<file path="config.mk">
export PLATFORM = sky130hd
export DESIGN_NAME = lcd_char_driver
export DESIGN_NICKNAME = d
export VERILOG_FILES = /design/src/rtl/lcd_char_driver.sv
export SDC_FILE = /design/constraint.sdc
export NUM_CORES = 1
export LEC_CHECK = 0
export ABC_AREA = 1
export CAP_MARGIN = 20
export CELL_PAD_IN_SITES_DETAIL_PLACEMENT = 1
export CELL_PAD_IN_SITES_GLOBAL_PLACEMENT = 2
export CORE_MARGIN = 2
export CORE_UTILIZATION = 33
export DETAILED_ROUTE_END_ITERATION = 8
export GPL_ROUTABILITY_DRIVEN = 0
export PLACE_DENSITY_LB_ADDON = 0.05
export SLEW_MARGIN = 30
export SYNTH_ARGS = -nofsm -noshare
export SYNTH_HDL_FRONTEND = slang
export SYNTH_SLANG_ARGS = --single-unit
export TNS_END_PERCENT = 20
</file>
<file path="constraint.sdc">
create_clock -name clk -period 15.7 [get_ports clk]
set_clock_uncertainty 0.15 [all_clocks]
set_input_delay 3.14 -clock clk [delete_from_list [all_inputs] [get_ports clk]]
set_output_delay 3.14 -clock clk [all_outputs]
set_load 0.02 [all_outputs]
</file>
<file path="src/rtl/lcd_char_driver.sv">
// HD44780 4-bit write-only driver: power-on init once, then paints a 32-char
// frame (two 16-char lines) automatically and again on every refresh request.
module lcd_char_driver #(
  parameter int POWERUP_CYCLES = 1500000,
  parameter int INIT_WAIT      = 410000,
  parameter int E_PULSE_CYCLES = 25,
  parameter int NIBBLE_GAP     = 100,
  parameter int CMD_WAIT       = 4000,
  parameter int CLEAR_WAIT     = 164000
) (
  input  logic         clk,
  input  logic         rst,
  input  logic         refresh,
  input  logic [255:0] strdata,
  output logic         busy,
  output logic         frame_done,
  output logic         lcd_e,
  output logic         lcd_rs,
  output logic         lcd_rw,
  output logic [3:0]   lcd_dat
);

  function automatic int max2(input int a, input int b);
    return (a > b) ? a : b;
  endfunction

  localparam int MAXP = max2(max2(max2(POWERUP_CYCLES, INIT_WAIT), max2(E_PULSE_CYCLES, NIBBLE_GAP)),
                             max2(CMD_WAIT, CLEAR_WAIT));
  localparam int CW   = $clog2(MAXP + 1);

  typedef enum logic [3:0] {
    S_POWERUP, S_WAKE, S_CFG, S_LATCH, S_ADDR1, S_LINE1, S_ADDR2, S_LINE2, S_DONE, S_IDLE
  } state_t;

  // Every nibble runs setup -> pulse -> hold -> wait; the wait after a high
  // nibble is the inter-nibble gap, after the final nibble it is the command wait.
  typedef enum logic [1:0] {P_SETUP, P_PULSE, P_HOLD, P_WAIT} phase_t;

  state_t         state, state_n;
  phase_t         phase, phase_n;
  logic           lo, lo_n;
  logic [1:0]     step, step_n;
  logic [4:0]     idx, idx_n;
  logic [CW-1:0]  cnt, cnt_n;
  logic           pending, pending_n;
  logic           load;
  logic [255:0]   frame;

  logic           xfer_state;
  logic [7:0]     cur_byte;
  logic           cur_rs;
  logic           nib_only;
  logic [3:0]     wake_nib;
  logic [3:0]     nibble;
  logic [CW-1:0]  end_wait;
  logic [CW-1:0]  wait_len;

  always_ff @(posedge clk) begin
    if (rst) begin
      state   <= S_POWERUP;
      phase   <= P_SETUP;
      lo      <= 1'b0;
      step    <= 2'd0;
      idx     <= 5'd0;
      cnt     <= '0;
      pending <= 1'b0;
    end else begin
      state   <= state_n;
      phase   <= phase_n;
      lo      <= lo_n;
      step    <= step_n;
      idx     <= idx_n;
      cnt     <= cnt_n;
      pending <= pending_n;
      if (load) frame <= strdata;
    end
  end

  // Byte/nibble selection for whichever transfer state is active.
  always_comb begin
    xfer_state = (state == S_WAKE) || (state == S_CFG) || (state == S_ADDR1) ||
                 (state == S_LINE1) || (state == S_ADDR2) || (state == S_LINE2);
    cur_byte = 8'h00;
    cur_rs   = 1'b0;
    nib_only = 1'b0;
    wake_nib = 4'h3;
    end_wait = CW'(CMD_WAIT);
    case (state)
      S_WAKE: begin
        nib_only = 1'b1;
        wake_nib = (step == 2'd3) ? 4'h2 : 4'h3;
        end_wait = (step == 2'd3) ? CW'(CMD_WAIT) : CW'(INIT_WAIT);
      end
      S_CFG: begin
        case (step)
          2'd0:    cur_byte = 8'h28;
          2'd1:    cur_byte = 8'h06;
          2'd2:    cur_byte = 8'h0C;
          default: begin
            cur_byte = 8'h01;
            end_wait = CW'(CLEAR_WAIT);
          end
        endcase
      end
      S_ADDR1: cur_byte = 8'h80;
      S_ADDR2: cur_byte = 8'hC0;
      S_LINE1, S_LINE2: begin
        cur_byte = frame[{~idx, 3'b111} -: 8];
        cur_rs   = 1'b1;
      end
      default: ;
    endcase
    nibble   = nib_only ? wake_nib : (lo ? cur_byte[3:0] : cur_byte[7:4]);
    wait_len = (!nib_only && !lo) ? CW'(NIBBLE_GAP) : end_wait;
  end

  always_comb begin
    state_n   = state;
    phase_n   = phase;
    lo_n      = lo;
    step_n    = step;
    idx_n     = idx;
    cnt_n     = cnt;
    pending_n = pending;
    load      = 1'b0;
    // DONE and IDLE react to refresh directly; LATCH serves it by sampling now.
    if (refresh && state != S_IDLE && state != S_LATCH && state != S_DONE) pending_n = 1'b1;
    case (state)
      S_POWERUP: begin
        if (cnt == CW'(POWERUP_CYCLES - 1)) begin
          state_n = S_WAKE;
          phase_n = P_SETUP;
          cnt_n   = '0;
          step_n  = 2'd0;
          lo_n    = 1'b0;
        end else begin
          cnt_n = cnt + 1'b1;
        end
      end
      S_LATCH: begin
        load      = 1'b1;
        pending_n = 1'b0;
        state_n   = S_ADDR1;
        phase_n   = P_SETUP;
        lo_n      = 1'b0;
        cnt_n     = '0;
        idx_n     = 5'd0;
      end
      S_DONE: begin
        idx_n     = 5'd0;
        pending_n = 1'b0;
        state_n   = (pending || refresh) ? S_LATCH : S_IDLE;
      end
      S_IDLE: begin
        if (refresh) state_n = S_LATCH;
      end
      default: begin
        case (phase)
          P_SETUP: begin
            phase_n = P_PULSE;
            cnt_n   = '0;
          end
          P_PULSE: begin
            if (cnt == CW'(E_PULSE_CYCLES - 1)) begin
              phase_n = P_HOLD;
              cnt_n   = '0;
            end else begin
              cnt_n = cnt + 1'b1;
            end
          end
          P_HOLD: begin
            phase_n = P_WAIT;
            cnt_n   = '0;
          end
          default: begin
            if (cnt == wait_len - 1'b1) begin
              cnt_n   = '0;
              phase_n = P_SETUP;
              if (!nib_only && !lo) begin
                lo_n = 1'b1;
              end else begin
                lo_n = 1'b0;
                case (state)
                  S_WAKE: begin
                    if (step == 2'd3) begin
                      state_n = S_CFG;
                      step_n  = 2'd0;
                    end else begin
                      step_n = step + 2'd1;
                    end
                  end
                  S_CFG: begin
                    if (step == 2'd3) state_n = S_LATCH;
                    else step_n = step + 2'd1;
                  end
                  S_ADDR1: state_n = S_LINE1;
                  S_LINE1: begin
                    if (idx == 5'd15) begin
                      state_n = S_ADDR2;
                      idx_n   = 5'd16;
                    end else begin
                      idx_n = idx + 5'd1;
                    end
                  end
                  S_ADDR2: state_n = S_LINE2;
                  default: begin
                    if (idx == 5'd31) state_n = S_DONE;
                    else idx_n = idx + 5'd1;
                  end
                endcase
              end
            end else begin
              cnt_n = cnt + 1'b1;
            end
          end
        endcase
      end
    endcase
  end

  always_comb begin
    busy       = (state != S_IDLE);
    frame_done = (state == S_DONE);
    lcd_rw     = 1'b0;
    lcd_e      = xfer_state && (phase == P_PULSE);
    lcd_rs     = xfer_state ? cur_rs : 1'b0;
    lcd_dat    = xfer_state ? nibble : 4'h0;
  end

endmodule

</file>
-- Yosys cells after proc, flatten, opt, wreduce, memory -nomap -nowiden
Index checks and enable logic that the tools add are counted.
- add/subtract/negate cells: 4
- equal/unequal tests: 38
- shift operators: 1
- mux-type cells: 56
- bitwise logic cells: 5
- reduce and logical (&&, ||, !) cells: 39
- operators by type and width (operator ; count):
    $shiftx A263 B9 Y8 ; 1
    $mux W21 ; 4
    $pmux W21 S3 ; 1
    $mux W4 ; 13
    $pmux W21 S2 ; 1
    $pmux W19 S2 ; 1
    $pmux W8 S4 ; 1
    $mux W5 ; 5
    $add A21 B1 Y21 const B ; 1
    $eq A21 B21 Y1 ; 1
    $eq A21 B21 Y1 const B ; 1
    $eq A21 B5 Y1 const B ; 1
    $sub A21 B1 Y21 const B ; 1
    $pmux W4 S5 ; 1
    $pmux W5 S2 ; 2
    $mux W19 ; 1
    $mux W18 ; 1
    $ne A6 B2 Y1 const B ; 3
    $pmux W6 S3 ; 1
    $eq A4 B3 Y1 const B ; 4
    $mux W2 ; 8
    $pmux W4 S4 ; 1
    $pmux W2 S3 ; 2
    $reduce_or A3 Y1 ; 4
    40 further kinds ; 83
- flip-flop bits (word level): 292
- input port bits: 259

-- Logic depth before layout (Yosys ltp)
Gate-level depths: netlist (run 1).
- depth after elaboration: 10
- depth in mapped cells: 16
- mapped depth without buffers: 16

-- Least setup slack after synthesis (run 1)
No wires, ideal clock.
- path type: input to register
- start: input rst
- end: register frame[0], enable pin
- data arrival time: 13655 ps
- path slack: 1018 ps
- cell stages on the path: 1
- path buffers: 0
- cells stage by stage: nor2_1
- cells in the longest elaborated chain, start to end: 2
- RTL lines (what ; line ; source):
    start, declared ; 12 ; input logic rst,
    $not A1 Y1 (no line) ; -- ;
    $reduce_and A2 Y1 (no line) ; -- ;
    end signal, assigned ; 75 ; if (load) frame <= strdata;
    end, declared ; 47 ; logic [255:0] frame;
No other way between the ends.
A chain may end at the register's enable or synchronous reset.

-- Worst setup path after layout (run 1)
- start: register idx[0]
- end: output lcd_dat[1]
- cells in the longest elaborated chain, start to end: 6
- RTL lines (what ; line ; source):
    start, declared ; 43 ; logic [4:0] idx, idx_n;
    start signal, assigned ; 72 ; idx <= idx_n;
    $not A5 Y5 ; 108 ; cur_byte = frame[{~idx, 3'b111} -: 8];
    $shiftx A263 B9 Y8 ; 108 ;
    $pmux W8 S4 ; 88 ; case (state)
    $mux W4 (2 in series) ; 113 ; nibble = nib_only ? wake_nib : (lo ? cur_byte[3:0] : cur_byte[7:4]);
    $mux W4 ; 227 ; lcd_dat = xfer_state ? nibble : 4'h0;
    end, declared ; 20 ; output logic [3:0] lcd_dat
No other way between the ends.

==> impl_metrics.yaml, run 1 <==
run_status:
  outcome: "completed"
critical_path:
  critPathLaunchType: "flip-flop"
  crit_required_ns: 12.41
  worstPathMaxFanout: 87
  slowest_delay_ns: 0.78
  crit_slowest_cell: "buf_4"
  crit_arrival_ns: 4.24
  r2r-start: "state[0]"
  path_cells: "buf_4 > o21ai_0 > o22ai_1 > o21ai_0 > o21bai_1 > o211ai_1 > nand3_1 > a21oi_1 > clkdlybuf4s50_1"
  critPathCapture: "lcd_dat[1]"
  cpMostUsedCell: "o21ai_0"
  critPathKind: "flip-flop to output port"
  reg2reg_depth: 8
  endpoint_kind: "output port"
  r2r_slack_ns: 12.01
  r2r_end: "frame[80]"
  crit_path_start: "idx[0]"
routing:
  drt_iter0_markers: 622
  drcViolationCount: 0
  dr.pass1.iters: 5
  wl_um: 41160
  ant_nets: 0
  route.detailed.wl_per_inst_um: 21.09
  vias: 9760
  via_per_inst: 5.000
final_layout:
  stdcell_count: 1952
  layout_common_cells: "266 x clkdlybuf4s50_1, 256 x edfxtp_1, 204 x nor2_1"
  fin_nets: 1679
  seqCellArea_um2: 8414
  area_growth_pct: 35.06
  drive_gt1_frac: 0.08153
  layout_commonest_cell: "clkdlybuf4s50_1"
  fillers: 4070
  multiInputGateArea_um2: 3807
clocking:
  path_clk_slew_ns: 0.05
  htreeDepth: 2
  cts_buffers: 36
  post_cts_resized: 0
  post_cts_buffers: 0
  worstSkewPairLatency_ns: 0.54
  cts_hold_buf: 0
  cts_max_path_buffers: 3
  cts_sinks: 292
  cts_root_buf: "clkbuf_16"
  cts_tree: "done"
synthesis:
  synth_edf_count: 256
  ys_async_sr_fraction: 0
  ys_ff_latch: 292
  synth_cell_types: 42
  syn_nets: 1422
  synth_area_leaders: "edfxtp_1 60%, nor2_1 6.1%, o21ai_0 6.0%, dfxtp_1 5.7%, nand2_1 3.1%"
  ys_warn_count: 0
  ys.flop_type: "edfxtp_1"
  synth.avg_cell_area_um2: 11.05
  synth_cells: 1150
  ys_seq_area_frac: 0.6616
  synth_top_area_frac: 0.6049
  syn_area_um2: 12710
  synth_top_area_cell: "edfxtp_1"
timing:
  fin_crit_sh: 0.4799
  worstMarginPinSlew_ns: 0.9390
  fin_crit_ns: 7.535
  clock.fmax_ghz: 0.1327
  setup_viol: 0
  final.setup.worst_slack_ns: 8.165
  maxSlewHeadroom: 0.3740
  slew_violations: 0
  fin_setup_tns_ns: 0
  hold_viol: 0
  holdWs_ns: 0.3549
  rsz0062_at_grt: "no"
global_routing:
  grt_pass1_vias: 10450
  antenna_found_initial: 8
  overflow: 0
  track_usage: 0.2056
  grt_start_max_net_pins: 88
  grt_pass1_wl_um: 62940
floorplanning:
  core_um2: 37760
  fp-row-count: 71
  io_pins: 268
  die_h_um: 200.2
  start_util: 0.3366
  dieArea_um2: 40100
  die_w_um: 200.2
place:
  io_buffer_count: 266
  dpl.cell_count: 1880
  hpwl_um: 28860
  post-place-ws_ns: 8.661
power_and_ir_drop:
  power_density_nw_per_um2: 104.0
  max-vdd-ir-drop_uv: 97.18
  cellLeakagePower_nw: 5.898
min_path:
  worstHoldPathType: "flip-flop to flip-flop"
run:
  maxCapViolations: 0
state kept, by name, summed over array words and instances, names as in the netlist:
name     count
cnt         21
frame      256
idx          5
lo           1
pending      1
phase        2
state        4
step         2
synthesized netlist by cell type, types with 4 or more instances:
master	count
nand4_1	11
nor2_2	14
nand2_1	105
nand2_2	6
o211ai_1	5
o21ai_0	152
nor2_1	206
ha_1	13
edfxtp_1	256
nor4_1	4
nor3_1	10
buf_2	5
nand3_1	75
clkbuf_1	48
nor2_4	4
dfxtp_1	36
nand3_2	6
a21oi_1	20
o22ai_1	26
o221ai_1	41
xor2_1	13
inv_1	64
through the flow:
| stage | utilization | total power [W] | cell area (um2) |
|---|---|---|---|
| final | 0.4546 | 0.001785 | 17160 |
| after detailed placement | 0.4212 | 0.0009381 | 15900 |
| after CTS | 0.4540 | 0.001809 | 17140 |
| after global placement | 0.4197 | 0.0009378 | 15840 |
| after global routing | 0.4545 | 0.001844 | 17160 |
| after floorplan | - | 0.0008667 | 12710 |
worst max-delay path: cells and delay by family, from the launching register on:
| kind | cells | cell delay (ns) |
|---|---|---|
| AOI/OAI and AO/OA | 6 | 1.35 |
| DFF | 1 | 0.66 |
| and+or+nand+nor | 1 | 0.15 |
| buffers and inverters | 2 | 1.46 |
how the worst min path moves through the flow:
stage | start | endpoint | slack (ns) | cells past startpoint
finish | phase[1] | phase[1] | 0.35 | 2
global route | phase[1] | phase[1] | 0.38 | 2
CTS | phase[1] | phase[1] | 0.36 | 2
detailed placement | phase[1] | phase[1] | 0.35 | 2
global placement | pending | pending | 0.35 | 2
floorplan | phase[1] | phase[1] | 0.32 | 2
cell families (layout without fill, tap and decap cells):
group,Yosys count,count (layout),share of synthesized area
adders and majority gates,13,13,0.01280
and+or+nand+nor,456,456,0.1615
AOI/OAI and AO/OA,250,250,0.1153
buffers and inverters,125,410,0.03958
DFF,292,292,0.6616
xor gates and xnor gates,13,13,0.008959
other,1,7,0.0002951
routing by layer:
| metal | global-route usage | routed length (um) | vias to the layer above |
|---|---|---|---|
| met4 | 0.06557 | 682 | 4 |
| met1 | 0.2726 | 18510 | 4804 |
| met3 | 0.04361 | 2234 | 40 |
| met2 | 0.3366 | 19700 | 244 |
| met5 | 0 | 34 | - |
| li1 | - | - | 4668 |
power by group:
group          internal [W]  switching, W  leakage, nW
clock network      0.000538      0.000326        0.605
logic             0.0000577     0.0000189         2.70
registers          0.000844   0.000000787         2.59
area by class of cell:
cell class / instances / area share
tap: 511 / 0.03725
clock buffer: 47 / 0.05912
antenna: 6 / 0.0008748
multi-input combinational: 733 / 0.2218
timing repair buffer: 277 / 0.1627
inverter: 67 / 0.01487
clock inverter: 19 / 0.01312
sequential: 292 / 0.4902
(Power assumes the default switching activity.)
==> run 2: changes to the inputs <==
==> constraint.sdc (replaced) <==
create_clock -name clk -period 7.3 [get_ports clk]
set_clock_uncertainty 0.15 [all_clocks]
set_input_delay 1.46 -clock clk [delete_from_list [all_inputs] [get_ports clk]]
set_output_delay 1.46 -clock clk [all_outputs]
set_load 0.02 [all_outputs]
==> run 2 against run 1 <==
Routed wire length shrank 0.84%. First-iteration DRC count grew 19%. Worst setup slack lost 6.7 ns. Non-clock buffer count grew 1. Via count is essentially flat. Global-route usage shrank 0.33 points. Register-to-register slack lost 8.2 ns. Count of clock-buffer cells in the layout shrank 1. Utilization shrank 0.59 points. Sequential power grew 120%. Flip-flop and latch count is the same. Critical path type unchanged. Largest cell class unchanged.
==> impl_metrics.yaml, run 2 (same netlist as run 1, synthesis figures left out) <==
global_routing:
  grt_pass1_wl_um: 61870
  grt_pass1_vias: 10340
  antenna_found_initial: 10
  use_met2: 0.3261
  busiest_layer: "met2"
  grt_util_met3: 0.04572
  grt_start_max_net_pins: 87
  overflow: 0
  track_usage: 0.2023
  met1_usage: 0.2716
clocking:
  cts_sinks: 292
  post_cts_buffers: 0
  cts_max_path_buffers: 3
  worstSkewPairLatency_ns: 0.56
  cts_buffers: 35
  cts_tree: "done"
  path_clk_slew_ns: 0.05
  post_cts_resized: 0
  cts_hold_buf: 0
  htreeDepth: 2
  cts_root_buf: "clkbuf_16"
timing:
  final.setup.worst_slack_ns: 1.446
  fin_crit_ns: 5.854
  setup_viol: 0
  rsz0062_at_grt: "no"
  clock.fmax_ghz: 0.1708
  worstMarginPinSlew_ns: 0.9189
  fin_crit_sh: 0.8019
  hold_viol: 0
  fin_setup_tns_ns: 0
  maxSlewHeadroom: 0.3874
  slew_violations: 0
final_layout:
  reg_top3: "frame x256, cnt x21, idx x5"
  layout_common_cells: "266 x clkdlybuf4s50_1, 256 x edfxtp_1, 204 x nor2_1"
  layout_commonest_cell: "clkdlybuf4s50_1"
  top_register: "frame"
  finish.utilization: 0.4487
  drive_gt1_frac: 0.07676
  fin_nets: 1679
  final_area_um2: 16940
  area_growth_pct: 33.32
  largest_register_ffs: 256
critical_path:
  r2r_end: "state[3]"
  worstPathMaxFanout: 86
  critPathKind: "flip-flop to output port"
  reg2reg_depth: 13
  r2r-start: "idx[0]"
  worstPathBufferInverterCount: 4
  crit_slowest_cell: "inv_4"
  critPathLaunchType: "flip-flop"
  path_cells: "inv_4 > buf_4 > nor2_1 > o221ai_1 > nand3_1 > nand3_1 > nand3_1 > nand3_1 > inv_1 > nor2_1 > clkdlybuf4s50_1"
  r2r_slack_ns: 3.82
  crit_arrival_ns: 4.24
  crit_required_ns: 5.69
  slowest_delay_ns: 0.76
  path_delay_family: "buffers and inverters"
  cpMostUsedCell: "nand3_1"
  endpoint_kind: "output port"
power_and_ir_drop:
  cellLeakagePower_nw: 5.799
  max-vdd-ir-drop_uv: 153.1
  combPwrFrac: 0.046
  intPower_w: 0.002867
  seq_power_share: 0.503
  total_power_w: 0.003610
  pwr-share-clk: 0.451
  sw_frac_of_total: 0.2057
  power_density_nw_per_um2: 213.1
  p_switching_w: 0.0007426
run:
  maxCapViolations: 0
floorplanning:
  start_util: 0.3366
  dieArea_um2: 40100
  io_pins: 268
  die_w_um: 200.2
  core_um2: 37760
  fp-row-count: 71
  die_h_um: 200.2
routing:
  wl_um: 40810
  dr.pass1.iters: 4
  drcViolationCount: 0
  via_per_inst: 5.004
  route.detailed.wl_per_inst_um: 20.93
  drt_iter0_markers: 742
  vias: 9757
  ant_nets: 0
run_status:
  outcome: "completed"
min_path:
  worstHoldPathType: "flip-flop to flip-flop"
  hold_depth: 2
  hold_end: "phase[1]"
  hold_start: "phase[1]"
place:
  hpwl_um: 28170
  io_buffer_count: 266
  post-place-ws_ns: 1.985
  place_area_um2: 15870
==> run 2: metrics by stage <==
| stage | hold slack (ns) | cells |
|---|---|---|
| 2_1_floorplan | 0.3166 | 1150 |
| 3_3_place_gp | 0.3415 | 1881 |
| 3_5_place_dp | 0.3461 | 1881 |
| 4_1_cts | 0.3554 | 1944 |
| 5_1_grt | 0.3973 | 1948 |
| 6_report | 0.3549 | 1950 |
==> run 2: worst max path at each step <==
stage                     startpoint         end  slack, ns  depth (start not counted)
final                         idx[0]  lcd_dat[0]       1.45                         11
after global routing          idx[0]  lcd_dat[1]       1.12                         11
after CTS                     idx[0]  lcd_dat[0]       1.39                         11
after detailed placement      idx[0]  lcd_dat[0]       1.99                         11
after global placement        idx[0]  lcd_dat[0]       2.02                         11
after floorplan                  rst    frame[0]       1.50                          1
==> run 2: per-layer routing <==
metal  vias up  wire [um]
met2       249      19180
met5         -         43
met1      4788      18590
met3        59       2108
li1       4655          -
met4         6        886
==> run 2: final cells by class <==
type / count / area [um2]
multi-input combinational: 733 / 3807
sequential: 292 / 8414
fill: 4119 / 20810
timing repair buffer: 278 / 2753
clock inverter: 17 / 141.4
inverter: 67 / 255.2
clock buffer: 46 / 917.1
antenna: 6 / 15.01
tap: 511 / 639.4
==> run 2: worst register-to-register path, delay by kind of cell (launching register included) <==
kind                     cells  cell delay, ns
AND/OR/NAND/NOR              8            1.03
flip-flops                   1            0.92
buffers and inverters        2            0.64
adder cells (fa/ha/maj)      2            0.47
AO/OA/AOI/OAI                1            0.15
==> run 2: power groups by stage <==
stage | combinational [W] | clock, W | sequential, W
after detailed placement | 0.000168 | 0 | 0.00185
after CTS | 0.000170 | 0.00168 | 0.00182
final | 0.000167 | 0.00163 | 0.00182
after global placement | 0.000167 | 0 | 0.00185
after floorplan | 0.0000120 | 0 | 0.00185
after global routing | 0.000177 | 0.00175 | 0.00182
==> run 3: changes to the inputs <==
==> constraint.sdc (replaced) <==
create_clock -name clk -period 5.6 [get_ports clk]
set_clock_uncertainty 0.15 [all_clocks]
set_input_delay 1.12 -clock clk [delete_from_list [all_inputs] [get_ports clk]]
set_output_delay 1.12 -clock clk [all_outputs]
set_load 0.02 [all_outputs]
==> run 3 against run 2 <==
Worst setup slack lost 1.0 ns. Final area is essentially flat. Count of clock-buffer cells in the layout is the same. Flip-flop and latch count is the same. Critical path depth is the same. Highest routed layer unchanged. Register-to-register slack lost 1.3 ns. Critical endpoint unchanged. Total power grew 29%. Combinational power grew 29%. Largest cell class unchanged. Sequential power grew 30%. Routed wire length shrank 0.25%.
==> impl_metrics.yaml, run 3 (same netlist as run 1, synthesis figures left out) <==
run_status:
  outcome: "completed"
floorplanning:
  core_um2: 37760
  start_util: 0.3366
  io_pins: 268
  die_h_um: 200.2
  dieArea_um2: 40100
  fp-row-count: 71
  die_w_um: 200.2
final_layout:
  drive_gt1_frac: 0.07483
  layout_common_cells: "266 x clkdlybuf4s50_1, 256 x edfxtp_1, 204 x nor2_1"
  fin_nets: 1679
  largest_register_ffs: 256
  stdcell_count: 1944
  reg_top3: "frame x256, cnt x21, idx x5"
  top_register: "frame"
  layout_commonest_cell: "clkdlybuf4s50_1"
  area_growth_pct: 33.35
critical_path:
  crit_path_start: "idx[0]"
  worstPathMaxFanout: 53
  path_cells: "inv_4 > buf_4 > o21ai_0 > o221ai_1 > nand3_1 > nand3_1 > nand3_1 > nand3_1 > inv_1 > nor2_1 > clkdlybuf4s50_1"
  cpMostUsedCell: "nand3_1"
  critPathKind: "flip-flop to output port"
  crit_required_ns: 4.33
  crit_arrival_ns: 3.93
  critPathLaunchType: "flip-flop"
  path_delay_family: "buffers and inverters"
  r2r-start: "idx[0]"
  endpoint_kind: "output port"
  worstPathBufferInverterCount: 4
  crit_slowest_cell: "clkdlybuf4s50_1"
  slowest_delay_ns: 0.67
global_routing:
  grt_pass1_vias: 10350
  track_usage: 0.2021
  grt_start_max_net_pins: 144
  overflow: 0
  grt_pass1_wl_um: 61890
  antenna_found_initial: 5
clocking:
  cts_max_path_buffers: 3
  cts_hold_buf: 0
  cts_buffers: 34
  path_clk_slew_ns: 0.05
  post_cts_resized: 0
  worstSkewPairLatency_ns: 0.54
  post_cts_buffers: 0
  cts_sinks: 292
  cts_root_buf: "clkbuf_16"
  cts_tree: "done"
  htreeDepth: 2
routing:
  wl_met3_um: 1799
  wl_met2_um: 19120
  ant_nets: 0
  drt_iter0_markers: 632
  drcViolationCount: 0
  via_per_inst: 4.988
  drt-met1-wl_um: 18850
  route.detailed.wl_per_inst_um: 20.94
  dr.pass1.iters: 5
  topRoutingLayerUsed: "met5"
  vias: 9696
  wl_um: 40710
min_path:
  worstHoldPathType: "flip-flop to flip-flop"
  hold_start: "phase[1]"
timing:
  hold_viol: 0
  worstMarginPinSlew_ns: 0.8260
  clock.fmax_ghz: 0.1922
  fin_crit_ns: 5.203
  fin_setup_tns_ns: 0
  setup_viol: 0
  fin_crit_sh: 0.9290
  maxSlewHeadroom: 0.4487
  final.setup.worst_slack_ns: 0.3974
  rsz0062_at_grt: "no"
  slew_violations: 0
run:
  maxCapViolations: 0
place:
  post-place-ws_ns: 0.9897
  hpwl_um: 28810
  dpl.cell_count: 1882
  io_buffer_count: 266
power_and_ir_drop:
  pwr-share-clk: 0.446
  sw_frac_of_total: 0.2008
  combPwrFrac: 0.046
  intPower_w: 0.003725
  p_switching_w: 0.0009358
  seq_power_share: 0.508
  cellLeakagePower_nw: 5.794
  power_density_nw_per_um2: 275.0
  max-vdd-ir-drop_uv: 146.6
==> run 3: changes by cell type in the layout (fill, tap and decap cells not counted) <==
cell,before,now
buf_4,12,10
clkinv_8,1,0
clkinv_2,7,4
buf_12,0,2
buf_16,0,1
diode_2,6,3
clkinv_16,1,0
inv_16,0,1
==> run 3: cell type report <==
cell class,instances,area (um2)
Antenna cell,3,7.507
Inverter,67,255.2
Tap cell,511,639.4
Timing Repair Buffer,279,2805
Clock inverter,13,100.1
Clock buffer,46,917.1
Fill cell,4077,20810
Multi-Input combinational cell,733,3807
Sequential cell,292,8414
==> run 3: metrics by stage <==
| stage | cell area [um2] | hold slack, ns | util | power [W] |
|---|---|---|---|---|
| 5_1_grt | 16950 | 0.4174 | 0.4488 | 0.004812 |
| 4_1_cts | 16940 | 0.3633 | 0.4487 | 0.004730 |
| 3_3_place_gp | 15890 | 0.3518 | 0.4209 | 0.002628 |
| 2_1_floorplan | 12720 | 0.3166 | - | 0.002430 |
| 6_report | 16950 | 0.3570 | 0.4488 | 0.004661 |
| 3_5_place_dp | 15920 | 0.3533 | 0.4217 | 0.002631 |
==> run 3: final timing paths <==
check	endpoint	slack, ns	depth (start not counted)
setup / recovery	lcd_dat[0]	0.40	11
hold / removal	phase[1]	0.36	2
setup reg to reg	state[3]	2.53	13
hold reg to reg	phase[1]	0.36	2
==> run 3: routing by layer <==
layer  GRT usage  vias to the layer above
met3     0.03531                       57
met5           0                        -
met2      0.3266                      245
met1      0.2761                     4736
met4     0.06530                        4
li1            -                     4654
==> run 3: tightest hold or removal path: cells and delay by family, from the launching register on <==
kind	cells	cell delay (ns)
DFF	1	0.34
and+or+nand+nor	1	0.07
AOI/OAI and AO/OA	1	0.05
==> run 3: power by group through the flow <==
stage               clock (W)  combinational, W  sequential [W]
floorplan                   0         0.0000157         0.00241
global placement            0          0.000215         0.00241
detailed placement          0          0.000218         0.00241
CTS                   0.00214          0.000219         0.00237
global route          0.00222          0.000229         0.00237
finish                0.00208          0.000216         0.00237
==> patch, RTL diff (flow settings as in run 3) <==
Change the parameter `POWERUP_CYCLES` from 1500000 to 750000.
--- a/src/rtl/lcd_char_driver.sv
+++ b/src/rtl/lcd_char_driver.sv
@@ -2,5 +2,5 @@
 // frame (two 16-char lines) automatically and again on every refresh request.
 module lcd_char_driver #(
-  parameter int POWERUP_CYCLES = 1500000,
+  parameter int POWERUP_CYCLES = 750000,
   parameter int INIT_WAIT      = 410000,
   parameter int E_PULSE_CYCLES = 25,
Formal check against the unedited RTL: same outputs for any inputs over 10 cycles, from zero or initial values and one cycle with rst high; that may be too few to reach the edited logic, so the function may still have changed.
==> patch against run 3 <==
- cell area grew 0.95%
- non-clock buffer count shrank 2
- routed wire length shrank 1.5%
- sequential cell count shrank 1
- die area grew 0.53%
- setup slack gained 38 ps
- area after synthesis grew 0.54%
- critical endpoint is now lcd_dat[3]
Power is not compared: it rests on default switching activity, and its combinational part moved more than twofold at a synthesized area within 25%.
==> patch: results (changes against run 3) <==
| Metric | Value |
|---|---|
| Run status | completed |
| PortBufs | 266 (unchanged) |
| DR vias | 9627 (-0.71%) |
| Filler instances | 4184 (+2.6%) |
| Syn_area_per_cell | 11.0 sq um (-0.24%) |
| 1st-iter DRT viols | 559 (-12%) |
| Placed insts | 1895 (+0.69%) |
| CP Data Arrival Time | 3890 ps (-40 ps) |
| Initial antenna violation count | 1 (-4) |
| Inserted Clock Buffers | 36 (+5.9%) |
| Worst slew pin tran | 841 ps (+15.5 ps) |
| Final nets | 1687 (+0.48%) |
| Largest regs | frame x256, cnt x20, idx x5 |
| Register area share after synthesis | 65.6% (-0.51 points) |
| Worst slack, placed | 987 ps (-3.03 ps) |
| Syn Nets | 1431 (+0.63%) |
| Vias per cell | 4.91 (-1.5%) |
| Total track usage | 20.3% (+0.10 points) |
| Number of global-route vias before repair | 10400 (+0.72%) |
| Synth unique cells | 43 (+2.4%) |
| Gr ovfl total | 0 (unchanged) |
| CP max FO | 83 (+57%) |
| DR WL met3 | 1.80 mm (about the same) |
| M1 wire length | 18.5 mm (-2.0%) |
| Largest net degree at the start of global routing | 133 (-7.6%) |
| Wire length on met2 | 19.0 mm (-0.81%) |
| Layout cells sized above 1 | 8.05% (+0.57 points) |
| Uppermost layer routed | met4 |
| Synth top cells by count | edfxtp_1, nor2_1, o21ai_0, nand2_1, nand3_1 |
| Synth top area cells | edfxtp_1, o21ai_0, nor2_1, dfxtp_1, nand2_1 |
| DR WL/cell | 20.5 um (-2.3%) |
[patch: cell types whose count changed after synthesis, moves of 3 or more]
cell and delta:
nand2_1 +23, nor2_4 +11, nor2_2 -9, nor2_1 -8
inv_1 -7, a21oi_1 +5, nand4_1 -5, clkbuf_1 +3
nand2_2 +3
[patch: layout make-up]
class,count,area (sq um),share of cell area [%]
antenna,1,2.50,0.0146
clock buffer,46,981,5.73
clock inverter,18,154,0.900
inverter,63,240,1.40
multi-input combinational,746,3910,22.8
sequential,291,8390,49.1
tap,518,648,3.79
timing repair buffer,277,2780,16.3
[patch: cell families after synthesis]
| kind of cell | Yosys count | synth area share, % |
|---|---|---|
| other cells | 1 | 0.0293 |
| simple gates | 467 | 16.8 |
| compound gates | 252 | 11.5 |
| buf+inv | 122 | 3.85 |
| xor+xnor | 13 | 0.891 |
| flops | 291 | 65.6 |
| fa+ha+maj | 13 | 1.27 |
[patch: final timing paths]
kind | slack, ps | to | depth (start not counted)
hold reg to reg | 370 | phase[1] | 2
setup reg to reg | 2400 | state[1] | 11
setup / recovery | 440 | lcd_dat[3] | 10
hold / removal | 370 | phase[1] | 2
[patch: power breakdown]
part	switching [mW]	internal, mW
registers	0.0642	2.42
clock network	0.909	1.33
logic	0.561	0.383
[patch: metal layers]
| layer | up-vias | global-route usage, % |
|---|---|---|
| met1 | 4659 | 27.5 |
| li1 | 4671 | - |
| met3 | 53 | 3.69 |
| met2 | 244 | 33.1 |
| met5 | - | 0 |
| met4 | 0 | 6.77 |
[patch: through the flow]
stage                     cell area, sq um  util, %  power, mW  hold WS (ps)
after floorplan                      12800        -       3.05           318
after global placement               16000     41.5       3.47           344
after detailed placement             16000     41.5       3.48           355
after CTS                            17100     44.5       5.76           364
after global routing                 17100     44.5       5.94           395
final                                17100     44.5       5.67           366
[patch: critical path, cell delays in order, from the launching register on]
cell	delay [ps]
dfxtp_4	690
buf_4	740
o21ai_0	200
o221ai_1	380
nand3_1	120
nand3_1	110
nand3_1	120
o211ai_1	110
nand2_1	90
inv_1	60
clkdlybuf4s50_1	650
